`src/rtl/qspi_flash_read_engine_pkg.sv`:
```
// Shared constants and types for the quad-I/O fast-read engine.
package qspi_pkg;

    // Quad I/O fast read opcode
    localparam logic [7:0] QSPI_OP_QREAD = 8'hEB;

    // Phase lengths in SCK cycles
    localparam logic [3:0] CMD_SCK  = 4'd8;
    localparam logic [3:0] ADDR_SCK = 4'd6;
    localparam logic [3:0] MODE_SCK = 4'd2;
    localparam logic [3:0] DATA_SCK = 4'd8;

    // Pad output-enable patterns: in CMD io1 is the flash's output, io2/io3 hold WP#/HOLD# high
    localparam logic [3:0] OE_CMD  = 4'b1101;
    localparam logic [3:0] OE_QUAD = 4'b1111;
    localparam logic [3:0] OE_IN   = 4'b0000;

    typedef enum logic [2:0] {
        IDLE,
        CMD,
        ADDR,
        MODE,
        DUMMY,
        DATA,
        DONE,
        CSH
    } qspi_state_e;

    // Received word holds byte0 in the top byte; the bus wants byte0 in the bottom byte
    function automatic logic [31:0] byte_swap32(input logic [31:0] w);
        return {w[7:0], w[15:8], w[23:16], w[31:24]};
    endfunction

endpackage

```
`src/rtl/qspi_flash_read_engine_sck_phase.sv`:
```
// SCK generator: HCLK/2 toggle with strobes marking the end of each SCK half.
module qspi_sck_phase (
    input  logic HCLK,
    input  logic HRESETn,
    input  logic en,
    output logic spi_clk,
    output logic fall_stb,
    output logic rise_stb
);

    logic ph;

    // Phase toggle: 0 = low half, 1 = high half; parked low whenever disabled
    always_ff @(posedge HCLK or negedge HRESETn) begin
        if (!HRESETn) ph <= 1'b0;
        else if (en)  ph <= ~ph;
        else          ph <= 1'b0;
    end

    assign spi_clk  = ph;
    // rise_stb: the coming edge raises SCK; fall_stb: the coming edge drops SCK
    assign rise_stb = en & ~ph;
    assign fall_stb = en & ph;

endmodule

```
`src/rtl/qspi_flash_read_engine.sv`:
```
// Quad-I/O (0xEB) single-word read engine driving the serial NOR flash pins.
import qspi_pkg::*;

module qspi_flash_read_engine #(
    parameter int unsigned DUMMY_CYCLES   = 4,
    parameter logic [7:0]  MODE_BYTE      = 8'hFF,
    parameter int unsigned CS_HIGH_CYCLES = 2
) (
    input  logic        HCLK,
    input  logic        HRESETn,
    input  logic        start,
    input  logic [23:0] addr,
    output logic        busy,
    output logic        done,
    output logic [31:0] rdata,
    output logic        spi_clk,
    output logic        spi_cs_n,
    output logic [3:0]  spi_io_o,
    output logic [3:0]  spi_io_oe,
    input  logic [3:0]  spi_io_i
);

    localparam logic [3:0] DUMMY_LD = 4'(DUMMY_CYCLES);
    localparam logic [3:0] CSH_LD   = 4'(CS_HIGH_CYCLES - 1);

    qspi_state_e state, state_nxt;
    logic [3:0]  cnt, cnt_nxt;
    logic [31:0] sr, sr_nxt;
    logic [31:0] rdata_q, rdata_nxt;
    logic [31:0] rx_word;
    logic        sck_en;
    logic        fall_stb;
    logic        rise_stb;

    assign sck_en  = (state == CMD) || (state == ADDR) || (state == MODE) ||
                     (state == DUMMY) || (state == DATA);
    assign rx_word = {sr[27:0], spi_io_i};

    qspi_sck_phase u_sck (
        .HCLK     (HCLK),
        .HRESETn  (HRESETn),
        .en       (sck_en),
        .spi_clk  (spi_clk),
        .fall_stb (fall_stb),
        .rise_stb (rise_stb)
    );

    // FSM state register
    always_ff @(posedge HCLK or negedge HRESETn) begin
        if (!HRESETn) state <= IDLE;
        else          state <= state_nxt;
    end

    // Counter, shared TX/RX shift register and read-data holding register
    always_ff @(posedge HCLK or negedge HRESETn) begin
        if (!HRESETn) begin
            cnt     <= '0;
            sr      <= '0;
            rdata_q <= '0;
        end else begin
            cnt     <= cnt_nxt;
            sr      <= sr_nxt;
            rdata_q <= rdata_nxt;
        end
    end

    // Next state: SCK cycles are counted on rise_stb, phases advance on fall_stb once the count is spent
    always_comb begin
        state_nxt = state;
        cnt_nxt   = cnt;
        sr_nxt    = sr;
        rdata_nxt = rdata_q;
        if (rise_stb) cnt_nxt = cnt - 4'd1;
        case (state)
            IDLE: begin
                if (start) begin
                    state_nxt = CMD;
                    cnt_nxt   = CMD_SCK;
                    // Opcode then address: after 8 single-bit shifts the address sits at the top
                    sr_nxt    = {QSPI_OP_QREAD, addr};
                end
            end
            CMD: begin
                if (fall_stb) begin
                    sr_nxt = {sr[30:0], 1'b0};
                    if (cnt == 4'd0) begin
                        state_nxt = ADDR;
                        cnt_nxt   = ADDR_SCK;
                    end
                end
            end
            ADDR: begin
                if (fall_stb) begin
                    sr_nxt = {sr[27:0], 4'h0};
                    if (cnt == 4'd0) begin
                        state_nxt = MODE;
                        cnt_nxt   = MODE_SCK;
                        sr_nxt    = {MODE_BYTE, 24'h0};
                    end
                end
            end
            MODE: begin
                if (fall_stb) begin
                    sr_nxt = {sr[27:0], 4'h0};
                    if (cnt == 4'd0) begin
                        state_nxt = DUMMY;
                        cnt_nxt   = DUMMY_LD;
                    end
                end
            end
            DUMMY: begin
                if (fall_stb && cnt == 4'd0) begin
                    state_nxt = DATA;
                    cnt_nxt   = DATA_SCK;
                end
            end
            DATA: begin
                // Sample at the end of the high half, when the flash data is settled
                if (fall_stb) begin
                    sr_nxt = rx_word;
                    if (cnt == 4'd0) begin
                        state_nxt = DONE;
                        rdata_nxt = byte_swap32(rx_word);
                    end
                end
            end
            DONE: begin
                state_nxt = CSH;
                cnt_nxt   = CSH_LD;
            end
            CSH: begin
                if (cnt == 4'd0) state_nxt = IDLE;
                else             cnt_nxt   = cnt - 4'd1;
            end
            default: state_nxt = IDLE;
        endcase
    end

    // Pad drive: everything derives from registered state/shift data, so it moves only at low-half entry
    always_comb begin
        spi_io_o  = 4'b0000;
        spi_io_oe = OE_IN;
        case (state)
            CMD: begin
                spi_io_o  = {2'b11, 1'b0, sr[31]};
                spi_io_oe = OE_CMD;
            end
            ADDR, MODE: begin
                spi_io_o  = sr[31:28];
                spi_io_oe = OE_QUAD;
            end
            default: begin
                spi_io_o  = 4'b0000;
                spi_io_oe = OE_IN;
            end
        endcase
    end

    assign spi_cs_n = ~sck_en;
    assign busy     = (state != IDLE);
    assign done     = (state == DONE);
    assign rdata    = rdata_q;

endmodule
```
`config.mk`:
```
export PLATFORM = sky130hd
export DESIGN_NAME = qspi_flash_read_engine
export DESIGN_NICKNAME = d
export VERILOG_FILES = /design/src/rtl/qspi_flash_read_engine_pkg.sv /design/src/rtl/qspi_flash_read_engine_sck_phase.sv /design/src/rtl/qspi_flash_read_engine.sv
export SDC_FILE = /design/constraint.sdc
export NUM_CORES = 1
export LEC_CHECK = 0
export BUFFER_PORTS_ARGS = -buffer_cell sky130_fd_sc_hd__buf_2
export CELL_PAD_IN_SITES_DETAIL_PLACEMENT = 0
export CELL_PAD_IN_SITES_GLOBAL_PLACEMENT = 2
export CORE_ASPECT_RATIO = 1.25
export CORE_MARGIN = 2
export CORE_UTILIZATION = 36
export CTS_BUF_LIST = sky130_fd_sc_hd__clkbuf_4
export DETAILED_ROUTE_END_ITERATION = 16
export GPL_TIMING_DRIVEN = 0
export PLACE_DENSITY = 0.88
export SYNTH_ARGS = -nofsm -noshare
export SYNTH_HDL_FRONTEND = slang
export SYNTH_SLANG_ARGS = --single-unit
```
`constraint.sdc`:
```
create_clock -name HCLK -period 2.5 [get_ports HCLK]
set_input_delay 0.375 -clock HCLK [delete_from_list [all_inputs] [get_ports HCLK]]
set_output_delay 0.375 -clock HCLK [all_outputs]
set_load 0.005 [all_outputs]
```
==> impl_metrics.toml <==
[synth]
synth_nets = 467
syn_area_per_cell_um2 = 9.47
syn_inst = 435
syn-cell-area_mm2 = 0.00412
synth_flop_cell = "dfrtp_1"
ys_warn_count = 0
yosysMostFrequentCell = "dfrtp_1"
yosys-top-cells-area = "dfrtp_1 44%, o221ai_1 8.5%, mux2i_1 5.6%"
ys_types = 54
synth_common_cells = "72 x dfrtp_1, 52 x nand2_1, 40 x o221ai_1, 35 x o21ai_0, 33 x inv_1"
synth_seq_cells = 72
yosys.area.top_type_share_pct = 43.7
ys_seq_area_share_pct = 43.7
synth-async-reset-ratio_pct = 100
synth_edf_count = 0
post-synth-top-area-cell = "dfrtp_1"

[setup_path]
crit_path_start = "state[1]"
crit_path_end = "spi_io_o[0]"
r2r_start = "cnt[0]"
critPathRequiredTime_ps = 2120
crit_path_max_fanout = 10
startpoint_type = "register"
rrSetupSlack_ps = 290
cp-end-kind = "output pin"
crit_type = "register to output pin"
worstPathArrival_ps = 1960
r2r_end = "rdata[19]"
r2r_cells = 9

[place]
port_buffers = 74
place_ws_ps = 129
hpwlAfterDp_um = 9070
routabilityCongestion = 0.838
dpl.cell_count = 645

[sta]
drv_slew = 0
post-route-min-period_ps = 2330
rsz0062_at_grt = "no"
final_hold_viol_count = 0
fmax_mhz = 429
worst_slack_ps = 169
slew_headroom_pct = 63.2
period_share_pct = 93.2
setup_viol = 0
fin_tns_setup_ps = 0
tightest_slew_ps = 551
clock-skew-final_ps = 10.3

[power]
p_seq_share_pct = 62.8
switching_share_pct = 25.4
ir_drop_v = 0.000212
p_clk_share_pct = 32.7
power_w = 0.00186
p_per_area_mw_per_mm2 = 387
p_leak_nw = 2.32
internal-power_w = 0.00139
p_sw_w = 0.000472
pwr-share-comb_pct = 4.5

[die]
ios = 75
core_area_mm2 = 0.0111
die_area_mm2 = 0.0123
row_count = 43
dieHeight_um = 124
floorplan.initialDensity_pct = 37.0
dieWidth_um = 99.7

[global_route]
grt_usage_pct = 21.4
grt_pass1_vias = 3821
grt_first_pass_wirelength_um = 20500
grt_max_degree = 42
antenna_found_initial = 1
grt_overflow_total = 0

[finish]
final_nets = 555
fin_util_pct = 43.1
fin_cells = 662
syn2layout_area_growth_pct = 16.6
drive_gt1_share_pct = 26.4

[clock_network]
clk_pin_slew_ps = 120
cts.sinks = 72
clockBufferDepth = 2
cts_root_buf = "clkbuf_4"
tritoncts = "built"
clock_latency_ps = 440
cts_made_buffers = 9
h-tree-depth = 3

[routing]
drtIter0Drc = 200
wl_per_cell_um = 18.8
postRouteAntennaNets = 0
drt_wl_total_um = 12500
viasPerCell = 5.63
route.vias.total = 3730
first_pass_iters = 5
route.detailed.drc = 0

[min_path]
holdCritPathClass = "input port to register"

[status]
status = "finished clean"

[job]
cap_violations = 0
## logic make-up (layout without fill, tap and decap cells)
family / after synthesis / count (layout) / synth area share, %
other: 0 / 1 / 0
buffers and inverters: 78 / 169 / 8.81
DFF: 72 / 72 / 43.7
adders and majority gates: 1 / 1 / 0.304
xor gates and xnor gates: 4 / 4 / 0.851
and+or+nand+nor: 109 / 109 / 13.9
muxes: 35 / 35 / 8.87
AOI/OAI and AO/OA: 136 / 136 / 23.6
## cell usage in the layout (no fill, tap or decap), types with 3 or more instances in the layout
master     n
clkinv_2   3
clkbuf_4  10
buf_2     95
a32o_1     3
nand2_1   52
a21oi_1   13
dfrtp_1   72
o32ai_1    3
nor2b_1   25
o21ai_0   35
clkbuf_1   9
o221ai_1  40
mux2i_1   23
buf_6      3
mux2_2     7
nor2_1     9
buf_4      9
o22ai_1   12
a22oi_1    9
inv_1     33
a32oi_1    7
mux2_1     5
## worst max-delay path, cell delays in order (launching register included)
cell,delay (ps)
dfrtp_1,450
buf_2,260
clkbuf_4,240
buf_2,240
a22oi_1,120
nor2_1,80
buf_2,120
## power groups by stage
stage | sequential (W) | combinational, W | clock [W]
global route | 0.00117 | 0.0000939 | 0.000672
floorplan | 0.00119 | 0.0000188 | 0
global placement | 0.00119 | 0.0000793 | 0
detailed placement | 0.00119 | 0.0000843 | 0
finish | 0.00117 | 0.0000832 | 0.000608
CTS | 0.00117 | 0.0000858 | 0.000629
## sequential cells by signal, indices dropped and copies added (netlist names)
signal and count:
u_sck.spi_clk 1, cnt 4, state 3, sr 32, rdata 32
## area by class of cell
type | instances | area [um2]
tap | 135 | 169
antenna | 1 | 2.50
clock buffer | 9 | 67.6
inverter | 34 | 128
fill | 1102 | 6330
clock inverter | 5 | 26.3
multi-input combinational | 285 | 1950
timing repair buffer | 79 | 425
sequential | 72 | 1800
buffer | 42 | 230
## layer usage
metal	global-route usage (%)	share of wire (%)
met5	0	0
met4	8.56	2.1
met3	3.48	4.5
met2	35.0	49
met1	28.4	45
## metrics by stage
stage               hold WS [ps]  cell area [um2]
detailed placement           354             4680
global route                 157             4800
floorplan                   79.4             4120
global placement             463             4660
finish                       164             4800
CTS                          146             4780
## worst min-delay path by stage
stage	startpoint	to	slack, ps	depth (start not counted)
floorplan	HRESETn	cnt[0]	80	0
global placement	rdata[24]	rdata[24]	460	2
detailed placement	HRESETn	cnt[1]	350	1
CTS	spi_io_i[1]	rdata[25]	150	2
global route	spi_io_i[1]	rdata[25]	160	2
finish	spi_io_i[1]	rdata[25]	160	2
## repair_timing
item	in CTS	in global routing
buffers inserted	0	3
setup endpoints to repair	0	24
hold endpoints to repair	31	0
resized for setup	0	1
hold buffers	1	0
No activity file was read; power rests on OpenSTA's default activity.
